<file path="src/rtl/nes_i2c_target_pkg.sv">
`default_nettype none
// ============================================================================
// Module      : nes_i2c_target_pkg
// Description : Shared constants for the NES Classic I2C target: FSM state
//               encodings, joypad bit positions and the register-map function.
// Revision    : 1.0 - initial release
// ============================================================================
package nes_i2c_target_pkg;

    localparam int NUM_BYTES_DEFAULT = 6;

    // Joypad bit positions, matching the nes_bridge JOYP_* layout.
    localparam int JOYP_A      = 0;
    localparam int JOYP_B      = 1;
    localparam int JOYP_SELECT = 2;
    localparam int JOYP_START  = 3;
    localparam int JOYP_UP     = 4;
    localparam int JOYP_DOWN   = 5;
    localparam int JOYP_LEFT   = 6;
    localparam int JOYP_RIGHT  = 7;

    localparam logic [7:0] BTN_BYTE_0 = 8'd4;
    localparam logic [7:0] BTN_BYTE_1 = 8'd5;

    localparam logic [2:0] ST_IDLE       = 3'd0;
    localparam logic [2:0] ST_ADDR       = 3'd1;
    localparam logic [2:0] ST_ADDR_ACK   = 3'd2;
    localparam logic [2:0] ST_WRITE_BYTE = 3'd3;
    localparam logic [2:0] ST_WRITE_ACK  = 3'd4;
    localparam logic [2:0] ST_READ_BYTE  = 3'd5;
    localparam logic [2:0] ST_READ_ACK   = 3'd6;
    localparam logic [2:0] ST_IGNORE     = 3'd7;

    function automatic logic [7:0] reg_byte(input logic [7:0] idx, input logic [7:0] joy);
        logic [7:0] v;
        v = 8'h00;
        if (idx == BTN_BYTE_0) begin
            v[7] = joy[JOYP_RIGHT];
            v[6] = joy[JOYP_DOWN];
            v[4] = joy[JOYP_SELECT];
            v[2] = joy[JOYP_START];
        end else if (idx == BTN_BYTE_1) begin
            v[6] = joy[JOYP_B];
            v[4] = joy[JOYP_A];
            v[1] = joy[JOYP_LEFT];
            v[0] = joy[JOYP_UP];
        end
        return v;
    endfunction

endpackage
`default_nettype wire

</file>
<file path="src/rtl/nes_i2c_target_phy.sv">
`default_nettype none
// ============================================================================
// Module      : i2c_target_phy
// Description : SCL/SDA synchronizers, edge detection and START/STOP detection.
// Revision    : 1.0 - initial release
// ============================================================================
module i2c_target_phy (
    input  logic clk,
    input  logic rst_n,
    input  logic scl_in,
    input  logic sda_in,
    output logic scl_rise,
    output logic scl_fall,
    output logic start_det,
    output logic stop_det,
    output logic sda_s
);

    logic r_scl_meta, r_scl_s, r_scl_p;
    logic r_sda_meta, r_sda_s, r_sda_p;

    // Idle bus is high, so everything resets to 1 to avoid a fake edge.
    always_ff @(posedge clk or negedge rst_n) begin
        if (!rst_n) begin
            r_scl_meta <= 1'b1;
            r_scl_s    <= 1'b1;
            r_scl_p    <= 1'b1;
            r_sda_meta <= 1'b1;
            r_sda_s    <= 1'b1;
            r_sda_p    <= 1'b1;
        end else begin
            r_scl_meta <= scl_in;
            r_scl_s    <= r_scl_meta;
            r_scl_p    <= r_scl_s;
            r_sda_meta <= sda_in;
            r_sda_s    <= r_sda_meta;
            r_sda_p    <= r_sda_s;
        end
    end

    assign scl_rise  =  r_scl_s & ~r_scl_p;
    assign scl_fall  = ~r_scl_s &  r_scl_p;
    assign start_det =  r_scl_s &  r_sda_p & ~r_sda_s;
    assign stop_det  =  r_scl_s & ~r_sda_p &  r_sda_s;
    assign sda_s     =  r_sda_s;

endmodule
`default_nettype wire

</file>
<file path="src/rtl/nes_i2c_target.sv">
`default_nettype none
// ============================================================================
// Module      : nes_i2c_target
// Description : I2C target emulating the NES Classic controller register window.
// Revision    : 1.0 - initial release
// ============================================================================
module nes_i2c_target
    import nes_i2c_target_pkg::*;
#(
    parameter logic [6:0] SLAVE_ADDR = 7'h52,
    parameter int         NUM_BYTES  = NUM_BYTES_DEFAULT
) (
    input  logic       clk,
    input  logic       rst_n,
    input  logic       scl_in,
    input  logic       sda_in,
    output logic       sda_out,
    input  logic [7:0] joypad,
    output logic       busy,
    output logic       init_seen,
    output logic       read_done
);

    localparam int         PTR_W     = (NUM_BYTES > 1) ? $clog2(NUM_BYTES) : 1;
    localparam logic [7:0] NUM_B     = 8'(NUM_BYTES);
    localparam logic [PTR_W-1:0] PTR_LAST = PTR_W'(NUM_BYTES - 1);

    logic w_scl_rise, w_scl_fall, w_start_det, w_stop_det, w_sda_s;

    i2c_target_phy u_phy (
        .clk       (clk),
        .rst_n     (rst_n),
        .scl_in    (scl_in),
        .sda_in    (sda_in),
        .scl_rise  (w_scl_rise),
        .scl_fall  (w_scl_fall),
        .start_det (w_start_det),
        .stop_det  (w_stop_det),
        .sda_s     (w_sda_s)
    );

    logic [2:0]       r_state;
    logic [3:0]       r_bit_cnt;
    logic [7:0]       r_shift;
    logic [7:0]       r_tx;
    logic [7:0]       r_snapshot;
    logic [PTR_W-1:0] r_pointer;
    logic             r_rw;
    logic             r_first;
    logic             r_sda_out;
    logic             r_busy;
    logic             r_init_seen;
    logic             r_read_done;

    logic [7:0]       w_next_byte;
    logic             w_addr_match;

    assign w_next_byte  = reg_byte(8'(r_pointer), r_snapshot);
    assign w_addr_match = (r_shift[7:1] == SLAVE_ADDR);

    always_ff @(posedge clk or negedge rst_n) begin
        if (!rst_n) begin
            r_state     <= ST_IDLE;
            r_bit_cnt   <= 4'd0;
            r_shift     <= 8'h00;
            r_tx        <= 8'h00;
            r_snapshot  <= 8'h00;
            r_pointer   <= '0;
            r_rw        <= 1'b0;
            r_first     <= 1'b0;
            r_sda_out   <= 1'b1;
            r_busy      <= 1'b0;
            r_init_seen <= 1'b0;
            r_read_done <= 1'b0;
        end else begin
            r_init_seen <= 1'b0;
            r_read_done <= 1'b0;
            // Bus conditions override whatever the FSM was doing.
            if (w_start_det) begin
                r_state   <= ST_ADDR;
                r_bit_cnt <= 4'd0;
                r_sda_out <= 1'b1;
                r_busy    <= 1'b0;
            end else if (w_stop_det) begin
                r_state   <= ST_IDLE;
                r_sda_out <= 1'b1;
                r_busy    <= 1'b0;
            end else begin
                case (r_state)
                    ST_ADDR: begin
                        if (w_scl_rise && r_bit_cnt != 4'd8) begin
                            r_shift   <= {r_shift[6:0], w_sda_s};
                            r_bit_cnt <= r_bit_cnt + 4'd1;
                        end else if (w_scl_fall && r_bit_cnt == 4'd8) begin
                            if (w_addr_match) begin
                                r_sda_out <= 1'b0;
                                r_busy    <= 1'b1;
                                r_rw      <= r_shift[0];
                                r_first   <= 1'b1;
                                r_state   <= ST_ADDR_ACK;
                                if (r_shift[0]) begin
                                    r_snapshot <= joypad;
                                end
                            end else begin
                                r_state <= ST_IGNORE;
                            end
                        end
                    end
                    ST_ADDR_ACK: begin
                        if (w_scl_fall) begin
                            if (r_rw) begin
                                r_sda_out <= w_next_byte[7];
                                r_tx      <= {w_next_byte[6:0], 1'b0};
                                r_bit_cnt <= 4'd1;
                                r_state   <= ST_READ_BYTE;
                            end else begin
                                r_sda_out <= 1'b1;
                                r_bit_cnt <= 4'd0;
                                r_state   <= ST_WRITE_BYTE;
                            end
                        end
                    end
                    ST_WRITE_BYTE: begin
                        if (w_scl_rise && r_bit_cnt != 4'd8) begin
                            r_shift   <= {r_shift[6:0], w_sda_s};
                            r_bit_cnt <= r_bit_cnt + 4'd1;
                        end else if (w_scl_fall && r_bit_cnt == 4'd8) begin
                            r_sda_out <= 1'b0;
                            r_state   <= ST_WRITE_ACK;
                            // Only the first data byte is a register pointer.
                            if (r_first) begin
                                r_first     <= 1'b0;
                                r_pointer   <= (r_shift < NUM_B) ? PTR_W'(r_shift) : '0;
                                r_init_seen <= (r_shift == 8'h00);
                            end
                        end
                    end
                    ST_WRITE_ACK: begin
                        if (w_scl_fall) begin
                            r_sda_out <= 1'b1;
                            r_bit_cnt <= 4'd0;
                            r_state   <= ST_WRITE_BYTE;
                        end
                    end
                    ST_READ_BYTE: begin
                        if (w_scl_fall) begin
                            if (r_bit_cnt == 4'd8) begin
                                r_sda_out <= 1'b1;
                                r_state   <= ST_READ_ACK;
                                r_pointer <= (r_pointer == PTR_LAST) ? '0 : r_pointer + 1'b1;
                            end else begin
                                r_sda_out <= r_tx[7];
                                r_tx      <= {r_tx[6:0], 1'b0};
                                r_bit_cnt <= r_bit_cnt + 4'd1;
                            end
                        end
                    end
                    ST_READ_ACK: begin
                        if (w_scl_rise && w_sda_s) begin
                            r_read_done <= 1'b1;
                            r_sda_out   <= 1'b1;
                            r_state     <= ST_IGNORE;
                        end else if (w_scl_fall) begin
                            r_sda_out <= w_next_byte[7];
                            r_tx      <= {w_next_byte[6:0], 1'b0};
                            r_bit_cnt <= 4'd1;
                            r_state   <= ST_READ_BYTE;
                        end
                    end
                    default: begin
                        r_sda_out <= 1'b1;
                    end
                endcase
            end
        end
    end

    assign sda_out   = r_sda_out;
    assign busy      = r_busy;
    assign init_seen = r_init_seen;
    assign read_done = r_read_done;

endmodule
`default_nettype wire

</file>
<file path="config.mk">
export PLATFORM = sky130hd
export DESIGN_NAME = nes_i2c_target
export DESIGN_NICKNAME = d
export VERILOG_FILES = /design/src/rtl/nes_i2c_target_pkg.sv /design/src/rtl/nes_i2c_target_phy.sv /design/src/rtl/nes_i2c_target.sv
export SDC_FILE = /design/constraint.sdc
export NUM_CORES = 1
export LEC_CHECK = 0
export ABC_AREA = 0
export BUFFER_PORTS_ARGS = -buffer_cell sky130_fd_sc_hd__buf_4
export CORE_AREA = 2 2 68 70
export CTS_CLUSTER_SIZE = 40
export DETAILED_ROUTE_END_ITERATION = 12
export DIE_AREA = 0 0 70 72
export PLACE_DENSITY = 0.72
export SYNTH_ARGS = -nofsm -noshare
export SYNTH_HDL_FRONTEND = slang
export SYNTH_SLANG_ARGS = --single-unit
</file>
<file path="constraint.sdc">
create_clock -name clk -period 2.85 [get_ports clk]
set_clock_uncertainty 0.05 [all_clocks]
set_input_delay 0.1425 -clock clk [delete_from_list [all_inputs] [get_ports clk]]
set_output_delay 0.1425 -clock clk [all_outputs]
set_load 0.01 [all_outputs]
</file>
Word level (Yosys, flattened, before mapping)
Cells that the tools add are included. Widths: inputs -> output; s select.

$add $sub $neg: 2. Multipliers: 0. Div/mod/pow operators: 0. Order comparisons: 1. Equality and inequality tests: 43. Shift operators: 0. Mux-type cells: 81. Bitwise logic cells: 13. Reductions and logical operators: 23.

Operators with widths (count): $mux 3 (21); $mux 8 (6); $mux 1 (37); $mux 4 (9); $ne 4x2->1 const B (9); $reduce_and 9->1 (3); $ne 2x2->1 const B (13); $pmux 8 s3 (1); $pmux 4 s5 (1); $ne 3x2->1 const B (6); $pmux 3 s6 (1); $reduce_and 8->1 (2); $eq 3x3->1 const B (5); $reduce_bool 3->1 (4); $reduce_and 10->1 (1); $logic_not 8->1 (1); $lt 8x3->1 const B (1); $reduce_and 4->1 (2); $reduce_bool 8->1 (1); $eq 7x7->1 const B (1); $not 1->1 (7); $reduce_and 7->1 (1); $and 1x1->1 (6); $eq 3x2->1 const B (2); other kinds (17) (22).

Flip-flop bits (word level): 46. Latch bits: 0. Bits in writable memories: 0. Memory bits (read-only): 0. Bits of input ports: 12. Output and inout bits: 4. Word-level logic and storage cells: 181. Memories kept: 0.

Logic depth before layout (Yosys ltp)
Gate-level depths: netlist of run 1.

Depth in word-level cells: 8. Mapped depth: 9. Mapped depth without buffers: 7.

Cells and area by module
A second synthesis of run 1 with hierarchy kept.

Cell total of the unflattened synthesis: 222. Area, all modules: 2386.0 µm².

Modules (own cells, without submodules): nes_i2c_target (times used 1, cells an instance 212, area an instance 2195.9 µm², seq. area each 977.2 µm²); i2c_target_phy (times used 1, cells an instance 10, area an instance 190.2 µm², seq. area each 157.7 µm²).

Worst setup path after synthesis of run 1
OpenSTA, ideal clock, no wires.

Path kind: reg2reg. Start: reg r_bit_cnt[0]. End: reg r_snapshot[0]. Library setup time: 0.125 ns. Arrival: 1.912 ns. Setup slack: 0.763 ns. Cell stages (with the launch flop): 10. Buffers on the path: 2. Period minus slack after synthesis: 2.087 ns. Cell sequence: dfrtp_1 > inv_1 > ha_1 > and3b_1 > buf_6 > nand2_1 > nor4_1 > and3_1 > buf_4 > mux2_2.

Cells in the longest elaborated chain, start to end: 4.

RTL lines: start: declaration (line nes_i2c_target.sv:43) `logic [3:0] r_bit_cnt;`; start signal: assignment (line nes_i2c_target.sv:93) `r_bit_cnt <= r_bit_cnt + 4'd1;`; start signal: assignment (line nes_i2c_target.sv:126) `r_bit_cnt <= r_bit_cnt + 4'd1;`; start signal: assignment (line nes_i2c_target.sv:154) `r_bit_cnt <= r_bit_cnt + 4'd1;`; $ne 4x4->1 (line nes_i2c_target.sv:91) `if (w_scl_rise && r_bit_cnt != 4'd8) begin`; $logic_and 1x1->1 (line nes_i2c_target.sv:91); $not 1->1 (no line); $reduce_and 7->1 (no line) (*); end signal: assignment (line nes_i2c_target.sv:102) `r_snapshot <= joypad;`; end: declaration (line nes_i2c_target.sv:46) `logic [7:0] r_snapshot;`.

Every way passes the cells marked *; elsewhere a longest branch is shown, timed or not. A chain may end at the register's enable or synchronous reset.

Worst setup path in the final report of run 1
Start: reg r_bit_cnt[0]. End: reg r_snapshot[2].

The elaborated chain is that of the path after synthesis.

==> results by group, run 1 <==
Run status
  • Run status: completed

Setup path
  • R2R setup slack: approximately 0.58 ns
  • CP Data Required Time: between 2 and 3 ns
  • CP startpoint kind: register
  • Setup CP Type: reg -> reg
  • CP Capture Type: register
  • Crit path DAT: ~2.4 ns
  • Maximum fanout along the worst path: 9

STA
  • Max Clock Freq: between 400 and 500 MHz
  • Worst-Margin Slew: a little under 0.6 ns
  • PnR worst setup slack: 0.583 ns
  • Final Setup Violations: 0
  • RSZ-0062 raised after global routing: no
  • Crit path time final: 2.27 ns
  • Final Hold Fails: 0
  • Max-slew headroom: around three fifths
  • TNS Setup: 0 ns
  • Final period utilization: between 70% and 80%
  • Slew Limit Fails: 0

Clocking
  • CTS clock-pin slew for the worst setup and hold paths: roughly 0.080 ns
  • Clock Path Buffers: 2
  • # H-tree levels: 2
  • CTS Root Cell: clkbuf_8
  • Cts hold-fix bufs: 3
  • CTS tree: built
  • Clock Latency Late Sink: ~0.30 ns
  • Clock sink count: 45
  • Post-cts sizing count: 0
  • Post-CTS setup buffer count: 0
  • Inserted Clock Buffers: 5

Placed design
  • Pre-CTS WS: roughly 0.53 ns
  • Gp weighted congestion: around 0.83
  • Cells after DPL: 283
  • Buffers on Ports: 15
  • HPWL Detailed: roughly 3000 µm

Power
  • Seq pwr share: between 40% and 50%
  • Sw Share: between 30% and 40%
  • Lkg Pwr: approximately 1.2 nW
  • Pwr dens: around 760 nW/µm²
  • Max VDD drop: approximately 0.41 mV
  • Clock share of power: a little over a fifth
  • Internal power: about 1.2 mW
  • Tot Pwr: between 1.5 and 2 mW
  • Comb power frac: 32.5%
  • Sw Pwr: approximately 710 µW

Cells and area
  • Nets: about 260
  • Share of cells above drive strength 1: between 20% and 30%
  • Area grow syn2layout: 11.0%
  • Commonest non-fill, non-tap cell in the layout: dfrtp_1
  • Cell Count, Final, Fillers Out: slightly below 300
  • Ant. Diodes: 0
  • Highest-count cells in the layout ignoring fill and taps: dfrtp_1 (38), nand2_1 (31), o21ai_0 (17), buf_4 (17), mux2_2 (15)

GRT
  • Largest net degree at the start of global routing: 46
  • GR Layer Usage met3: 4.17%
  • First-pass GRT wire length: just under 8000 µm
  • GRT busiest layer: met2
  • Grt total ovfl: 0
  • Vias in the first global route: about 1700
  • M1 GR Usage: between 20% and 30%
  • Gr usage total: around a fifth
  • Met2 GRT Util: between 30% and 40%
  • Initial antenna violation count: 0

Floorplan
  • Die Footprint: a little over 5000 µm²
  • Site Rows: 24
  • Die span in y: 72 µm
  • I/O pin count: 16
  • Die Wd: around 70 µm
  • Initial core utilization: around 54%
  • Core Region: around 4300 µm²

Synthesis
  • Number of synthesized flops with an enable pin: 0
  • Post-synth ARST share: 100%
  • Sequential area share after synthesis: just under 50%
  • Synth unique cells: 56
  • Synth Flop Type: dfrtp_1
  • Mapped cell area: about 2300 µm²
  • Syn avg cell area: about 10 µm²
  • Syn. warnings: 0
  • Post-Syn Nets: 240
  • #FFs+latches synth: 45
  • Post-Syn Instances: 226

Drt
  • DRT Pass-1 Iters: 4
  • Total number of vias: between 1500 and 2000
  • Wire per inst: approximately 15 µm
  • Residual DRC: 0
  • Avg Vias per Cell: ~5.8
  • DR iter-0 viols: just under 90
  • Final wirelength: 4400 µm
  • Final ANT Viol Nets: 0

Run
  • Max-Cap Viols: 0

Min path
  • Hold Crit Class: in -> reg
==> power groups by stage <==
stage	clock network [mW]	logic, mW	registers, mW
after floorplan	0	0.574	0.804
after global placement	0	0.614	0.899
after detailed placement	0	0.622	0.900
after CTS	0.417	0.629	0.889
after global routing	0.440	0.707	0.917
final	0.407	0.625	0.892
==> cells in the mapped netlist (3+ instances only) <==
cell type	count	area, µm²
a221o_1	3	30.0
nor2_1	12	45.0
nand2_1	31	116
nor2b_1	4	25.0
buf_2	6	30.0
mux2i_1	3	30.0
inv_1	9	33.8
nor4_1	4	25.0
clkbuf_1	3	11.3
dfstp_2	7	184
nand2b_1	4	25.0
nand3_1	3	15.0
nor3_1	4	20.0
o21ai_0	17	85.1
a21oi_1	10	50.1
mux2_2	15	169
a41oi_1	3	26.3
and3_1	5	31.3
dfrtp_1	38	951
and2_1	3	18.8
==> kinds of logic after synthesis <==
family / after synthesis / share of synthesized area (%)
compound gates: 55 / 16.2
xor+xnor: 2 / 0.763
fa+ha+maj: 2 / 1.09
buf+inv: 21 / 4.25
flops: 45 / 49.5
mux: 18 / 8.67
simple gates: 83 / 19.5
==> final cells by class <==
type	instances	area [µm²]
Multi-Input combinational cell	160	1060
Clock buffer	7	86.3
Sequential cell	45	1130
Fill cell	385	1720
Inverter	9	33.8
Clock inverter	1	7.51
Tap cell	52	65.1
Timing Repair Buffer	20	158
==> registers in the layout, indices dropped and copies added, names as in the netlist, 3 cells and up <==
| register | cells |
|---|---|
| r_state | 3 |
| r_pointer | 3 |
| r_snapshot | 8 |
| r_bit_cnt | 4 |
| r_shift | 8 |
| r_tx | 7 |
==> through the flow <==
| step | util [%] | area (µm²) | hold slack, ns |
|---|---|---|---|
| floorplan | - | 2290 | -0.203 |
| detailed placement | 56.8 | 2420 | 0.125 |
| global route | 59.7 | 2550 | 0.0135 |
| global placement | 56.8 | 2420 | 0.118 |
| finish | 59.7 | 2550 | 0.0168 |
| CTS | 59.7 | 2550 | 0.0113 |
==> worst paths after layout <==
check	from	to	cells after the start
setup / recovery	r_bit_cnt[0]	r_snapshot[2]	7
hold / removal	joypad[4]	r_snapshot[4]	2
setup reg to reg	r_bit_cnt[0]	r_snapshot[2]	7
hold reg to reg	u_phy.r_scl_meta	u_phy.r_scl_s	0
max in group asynchronous	rst_n	u_phy.r_sda_p	2
min in group asynchronous	rst_n	busy	2
==> critical path: stages, from the launching register on <==
cell	delay, ns
dfrtp_1	0.41
inv_1	0.09
ha_1	0.16
and3b_1	0.20
nand2_1	0.10
nor4_1	0.32
and3_1	0.46
mux2_2	0.38
==> layer usage <==
layer  part of all wire [%]  vias to the layer above  routed length (µm)
met5                      0                        -                   0
met4                    1.3                        0                  59
met3                    2.7                        6                 117
met2                     47                       18                2080
met1                     49                      822                2140
li1                       -                      847                   -
Note: power is estimated with default switching activity, not from simulation.
==> run 2: changes to the inputs <==
--- a/config.mk
+++ b/config.mk
@@ -7,11 +7,11 @@
 export LEC_CHECK = 0
 export ABC_AREA = 0
 export BUFFER_PORTS_ARGS = -buffer_cell sky130_fd_sc_hd__buf_4
-export CORE_AREA = 2 2 68 70
+export CORE_AREA = 2 2 69 71
 export CTS_CLUSTER_SIZE = 40
 export DETAILED_ROUTE_END_ITERATION = 12
-export DIE_AREA = 0 0 70 72
-export PLACE_DENSITY = 0.72
+export DIE_AREA = 0 0 71 73
+export PLACE_DENSITY = 0.73
 export SYNTH_ARGS = -nofsm -noshare
 export SYNTH_HDL_FRONTEND = slang
 export SYNTH_SLANG_ARGS = --single-unit
==> constraint.sdc (replaced) <==
create_clock -name clk -period 1.87 [get_ports clk]
set_clock_uncertainty 0.05 [all_clocks]
set_input_delay 0.0935 -clock clk [delete_from_list [all_inputs] [get_ports clk]]
set_output_delay 0.0935 -clock clk [all_outputs]
set_load 0.01 [all_outputs]
==> run 2 against run 1 <==
Effect of this change:
- the run now ends with setup timing left
- die area up 2.8%
- first-iteration DRC count up 51%
- global-route usage up 2.2 points
- count of clock-buffer cells in the layout down 2
- fmax up 11%
- cell count up 13%
- core utilization up 6.4 points
- total power up 83%
- hold slack better by 0.25 ns
- largest cell class is now multi-input combinational cells
- highest routed layer unchanged
==> results by group, run 2 (synthesis gave the netlist of run 1 again) <==
Setup path
  • R2R setup slack: -0.17 ns
  • CP Data Required Time: 2.01 ns
  • Crit path DAT: 2.18 ns
  • Setup CP Type: reg -> reg
  • CP Capture Type: register
  • Worst Reg-to-Reg Cells: 8
  • Reg2reg start: r_bit_cnt[0]
  • R2r endpoint: r_state[2]
  • Maximum fanout along the worst path: 3
  • CP startpoint kind: register

Cells and area
  • Commonest non-fill, non-tap cell in the layout: buf_4
  • Nets: approximately 300
  • Highest-count cells in the layout ignoring fill and taps: buf_4 (43), dfrtp_1 (37), nand2_1 (30), o21ai_0 (17), nor2_1 (12)
  • Design area: around 3000 µm²
  • Share of cells above drive strength 1: between 30% and 40%
  • Area grow syn2layout: 30.6%
  • Ant. Diodes: 0
  • Multi-input combinational cell area: 1140 µm²
  • Biggest regs: r_shift: 8 flops, r_snapshot: 8 flops, r_tx: 7 flops
  • Area taken by flip-flops and latches: approximately 1100 µm²
  • Fillers: 375

STA
  • Worst-Margin Slew: about 0.55 ns
  • RSZ-0062 raised after global routing: yes
  • PnR worst setup slack: -0.171 ns
  • TNS Setup: -1.93 ns
  • Final Setup Violations: 22
  • Final hold slack: 0.265 ns
  • Max Clock Freq: 490 MHz
  • Crit path time final: 2.04 ns
  • Max-slew headroom: around 63%
  • Slew Limit Fails: 0
  • Final Hold Fails: 0
  • Final period utilization: 109%

Placed design
  • Buffers on Ports: 15
  • Post-DP Area: 2640 µm²
  • Gp weighted congestion: around 0.87
  • Pre-CTS WS: -0.177 ns
  • HPWL Detailed: between 3000 and 4000 µm

Drt
  • Residual DRC: 0
  • Avg Vias per Cell: a little under 6
  • DRT Pass-1 Iters: 4
  • Final ANT Viol Nets: 0
  • Total number of vias: 1937
  • Final wirelength: roughly 5200 µm
  • Wire per inst: 15.5 µm
  • DR iter-0 viols: approximately 130

Power
  • Lkg Pwr: 1.40 nW
  • Pwr dens: between 1000 and 1500 nW/µm²
  • Max VDD drop: between 0.6 and 0.7 mV
  • Tot Pwr: approximately 3.5 mW

Clocking
  • Clock sink count: 45
  • Inserted Clock Buffers: 5
  • CTS Root Cell: clkbuf_8
  • CTS tree: built
  • CTS clock-pin slew for the worst setup and hold paths: approximately 0.08 ns
  • # H-tree levels: 2
  • Clock Latency Late Sink: approximately 0.3 ns
  • Clock Path Buffers: 2

Run status
  • Run status: complete, but fails checks
  • Violations in the final reports: setup timing

GRT
  • First-pass GRT wire length: 8590 µm
  • Largest net degree at the start of global routing: 46
  • Grt total ovfl: 0
  • Vias in the first global route: 1907
  • Gr usage total: around 21%
  • Initial antenna violation count: 0

Floorplan
  • Die Wd: approximately 71 µm
  • Site Rows: 25
  • Die Footprint: a little over 5000 µm²
  • Core Region: between 4000 and 5000 µm²
  • Die span in y: approximately 73 µm
  • Initial core utilization: about half
  • I/O pin count: 16

Run
  • Max-Cap Viols: 0

Min path
  • Hold Crit Class: in -> async
==> run 2: critical path: stages (launching register included) <==
cell	delay [ns]
dfrtp_1	0.39
inv_2	0.08
ha_4	0.13
and3b_2	0.20
nand2_1	0.11
buf_4	0.16
a221o_1	0.37
o21a_1	0.24
o22a_1	0.20
==> run 2: routing by layer <==
metal	GRT usage, %	part of all wire (%)	up-vias	routed length, µm
li1	-	-	917	-
met1	27.3	43	956	2230
met2	35.4	50	53	2610
met3	4.28	4.1	11	211
met4	10.3	2.4	0	122
met5	0	0	-	0
==> run 2: through the flow <==
step           cells  utilization (%)
2_1_floorplan    226                -
3_3_place_gp     311             58.3
3_5_place_dp     311             58.3
4_1_cts          331             64.5
5_1_grt          333             66.1
6_report         333             66.1
==> run 2: how the worst max path moves through the flow <==
stage,from,endpoint,cells after the start
global placement,r_bit_cnt[0],r_bit_cnt[2],8
finish,r_bit_cnt[0],r_state[2],8
global route,r_bit_cnt[1],r_bit_cnt[2],8
CTS,r_bit_cnt[1],r_bit_cnt[2],8
floorplan,r_bit_cnt[0],r_bit_cnt[2],8
detailed placement,r_bit_cnt[1],r_shift[0],7
==> run 2: timing repair <==
action	in CTS	in global routing
resized for setup	8	12
endpoints found under the setup margin	28	31
buffers inserted	1	1
hold buffers	11	0
pin swaps	7	1
gates cloned	0	1
hold endpoints to repair	48	0
==> run 2: layout make-up <==
type | instances | area share (%)
inverters | 9 | 1.13
clock inverters | 3 | 2.17
repair buffers | 57 | 16.3
multi-input cells | 160 | 37.9
well taps | 54 | 2.25
flip-flops and latches | 45 | 37.9
clock buffers | 5 | 2.30
==> run 2: power breakdown <==
group          leakage (nW)  switching, mW  internal [mW]
Sequential            0.588          0.195           1.12
Clock                0.0681          0.328          0.531
Combinational         0.739          0.684          0.666
Total                  1.40           1.21           2.32
==> run 3: changes to the inputs <==
--- a/config.mk
+++ b/config.mk
@@ -11,7 +11,10 @@
 export CTS_CLUSTER_SIZE = 40
 export DETAILED_ROUTE_END_ITERATION = 12
 export DIE_AREA = 0 0 71 73
+export GPL_TIMING_DRIVEN = 0
+export HOLD_SLACK_MARGIN = 0.03
 export PLACE_DENSITY = 0.73
+export SKIP_LAST_GASP = 1
 export SYNTH_ARGS = -nofsm -noshare
 export SYNTH_HDL_FRONTEND = slang
 export SYNTH_SLANG_ARGS = --single-unit
==> run 3 against run 2 <==
Effect of this change:
- count of clock-buffer cells in the layout did not move
- sequential cell count did not move
- fmax fell by 3.6%
- largest power group unchanged
- cell count fell by 3.3%
- hold slack improved by 0.010 ns
- register-to-register slack got worse by 0.08 ns
- the run still ends with setup timing left
==> results by group, run 3 (synthesis gave the netlist of run 1 again) <==
Setup path
  • Worst path max stage delay: ~0.4 ns
  • WP buf/inv: 2
  • CP Capture Type: register
  • Maximum fanout along the worst path: 5
  • R2R setup slack: -0.25 ns
  • Setup CP Type: reg -> reg
  • Crit-path cells: inv_2, ha_4, and3b_2, nand2_2, nor4_4, and3_4, buf_6, mux2_2
  • Delay-heaviest family, CP: simple AND/OR/NAND/NOR gates
  • Critical Path End: r_snapshot[5]
  • Crit path DAT: roughly 2.3 ns
  • Critical path depth in cells: 8
  • Reg2reg start: r_bit_cnt[1]
  • Crit path from: r_bit_cnt[1]
  • CP startpoint kind: register
  • Worst path slowest cell: dfrtp_1
  • CP Data Required Time: 2.00 ns
  • R2r endpoint: r_snapshot[5]
  • Worst Reg-to-Reg Cells: 8

Drt
  • Final ANT Viol Nets: 0
  • Total number of vias: 1865
  • Avg Vias per Cell: between 5 and 6
  • Wire per inst: 15.5 µm
  • DR iter-0 viols: about 130
  • DRT Pass-1 Iters: 4
  • Final wirelength: 4990 µm
  • Residual DRC: 0

Cells and area
  • Design area: 2830 µm²
  • Fillers: 370
  • Commonest non-fill, non-tap cell in the layout: dfrtp_1
  • Core Util, Final: a little over three fifths
  • Area grow syn2layout: 23.3%
  • Highest-count cells in the layout ignoring fill and taps: dfrtp_1 (38), nand2_1 (30), buf_4 (23), o21ai_0 (17), mux2_2 (15)
  • Ant. Diodes: 0
  • Nets: ~280
  • Cell Count, Final, Fillers Out: 322
  • Share of cells above drive strength 1: 31.7%
  • Biggest regs: r_shift: 8 flops, r_snapshot: 8 flops, r_tx: 7 flops

Placed design
  • Buffers on Ports: 15
  • Cells after DPL: just under 300
  • Gp weighted congestion: about 0.86
  • Pre-CTS WS: -0.310 ns
  • HPWL Detailed: approximately 3200 µm
  • Post-DP Area: about 2500 µm²

Floorplan
  • Site Rows: 25
  • Die span in y: 73 µm
  • Die Wd: approximately 71 µm
  • Die Footprint: about 5200 µm²
  • Core Region: roughly 4500 µm²
  • I/O pin count: 16
  • Initial core utilization: 50.6%

STA
  • Final Setup Violations: 22
  • PnR worst setup slack: -0.248 ns
  • Max-slew headroom: around three fifths
  • Final period utilization: 113%
  • Worst-Margin Slew: 0.577 ns
  • Crit path time final: ~2.1 ns
  • Max Clock Freq: 472 MHz
  • Slew Limit Fails: 0
  • TNS Setup: -4.08 ns
  • Final Hold Fails: 0
  • Final hold slack: 0.275 ns
  • RSZ-0062 raised after global routing: yes

Clocking
  • Inserted Clock Buffers: 5
  • # H-tree levels: 2
  • CTS clock-pin slew for the worst setup and hold paths: about 0.08 ns
  • CTS tree: built
  • Clock Latency Late Sink: just under 0.3 ns
  • Clock sink count: 45
  • Clock Path Buffers: 2
  • CTS Root Cell: clkbuf_8

Power
  • Pwr dens: approximately 1100 nW/µm²
  • Tot Pwr: ~3.1 mW
  • Max VDD drop: roughly 0.47 mV
  • Lkg Pwr: 1.30 nW

Run status
  • Run status: complete, but fails checks
  • Violations in the final reports: setup timing

GRT
  • Vias in the first global route: approximately 1800
  • Gr usage total: roughly 21%
  • Initial antenna violation count: 0
  • Largest net degree at the start of global routing: 46
  • First-pass GRT wire length: 8710 µm
  • Grt total ovfl: 0

Run
  • Max-Cap Viols: 0

Min path
  • Hold Crit Class: in -> async
## run 3: cell types whose count changed in the layout (fill, tap and decap cells not counted), moves of 2 or more
cell | before | now
buf_4 | 43 | 23
mux2_2 | 9 | 15
mux2_4 | 6 | 0
buf_2 | 0 | 5
buf_6 | 1 | 4
and2_2 | 0 | 2
bufinv_16 | 2 | 0
clkbuf_2 | 0 | 2
## run 3: worst min path at each step
stage / from / endpoint / slack [ns] / cells past startpoint
6_report: rst_n / r_state[2] / 0.28 / 2
5_1_grt: u_phy.r_scl_meta / u_phy.r_scl_s / 0.31 / 0
4_1_cts: rst_n / r_state[0] / 0.28 / 2
3_5_place_dp: rst_n / read_done / 0.07 / 1
3_3_place_gp: rst_n / read_done / 0.07 / 1
2_1_floorplan: rst_n / busy / -0.25 / 0
## run 3: metal layers
layer,GRT usage (%),wire length (µm),vias to the layer above
li1,-,-,900
met1,27.5,2240,905
met2,36.4,2420,52
met3,3.87,247,8
met4,8.39,80,0
met5,0,0,-
## run 3: power by group
| part | switching [mW] | leakage [nW] | internal (mW) |
|---|---|---|---|
| sequential | 0.121 | 0.589 | 1.12 |
| clock | 0.322 | 0.0439 | 0.258 |
| combinational | 0.757 | 0.668 | 0.564 |
## run 3: final cells by class
type | count | area [µm²] | area share (%)
buffer | 11 | 72.6 | 2.56
sequential | 45 | 1130 | 40.1
clock inverter | 3 | 17.5 | 0.619
clock buffer | 5 | 68.8 | 2.43
multi-input combinational | 160 | 1140 | 40.2
tap | 54 | 67.6 | 2.39
timing repair buffer | 35 | 298 | 10.5
inverter | 9 | 33.8 | 1.19
## run 3: repair_timing
action / CTS / global route
resized for setup: 14 / 14
endpoints found under the hold margin: 48 / 0
endpoints found under the setup margin: 29 / 36
pin swaps: 8 / 6
cloned: 1 / 0
hold buffers: 11 / 0
setup buffers: 7 / 1
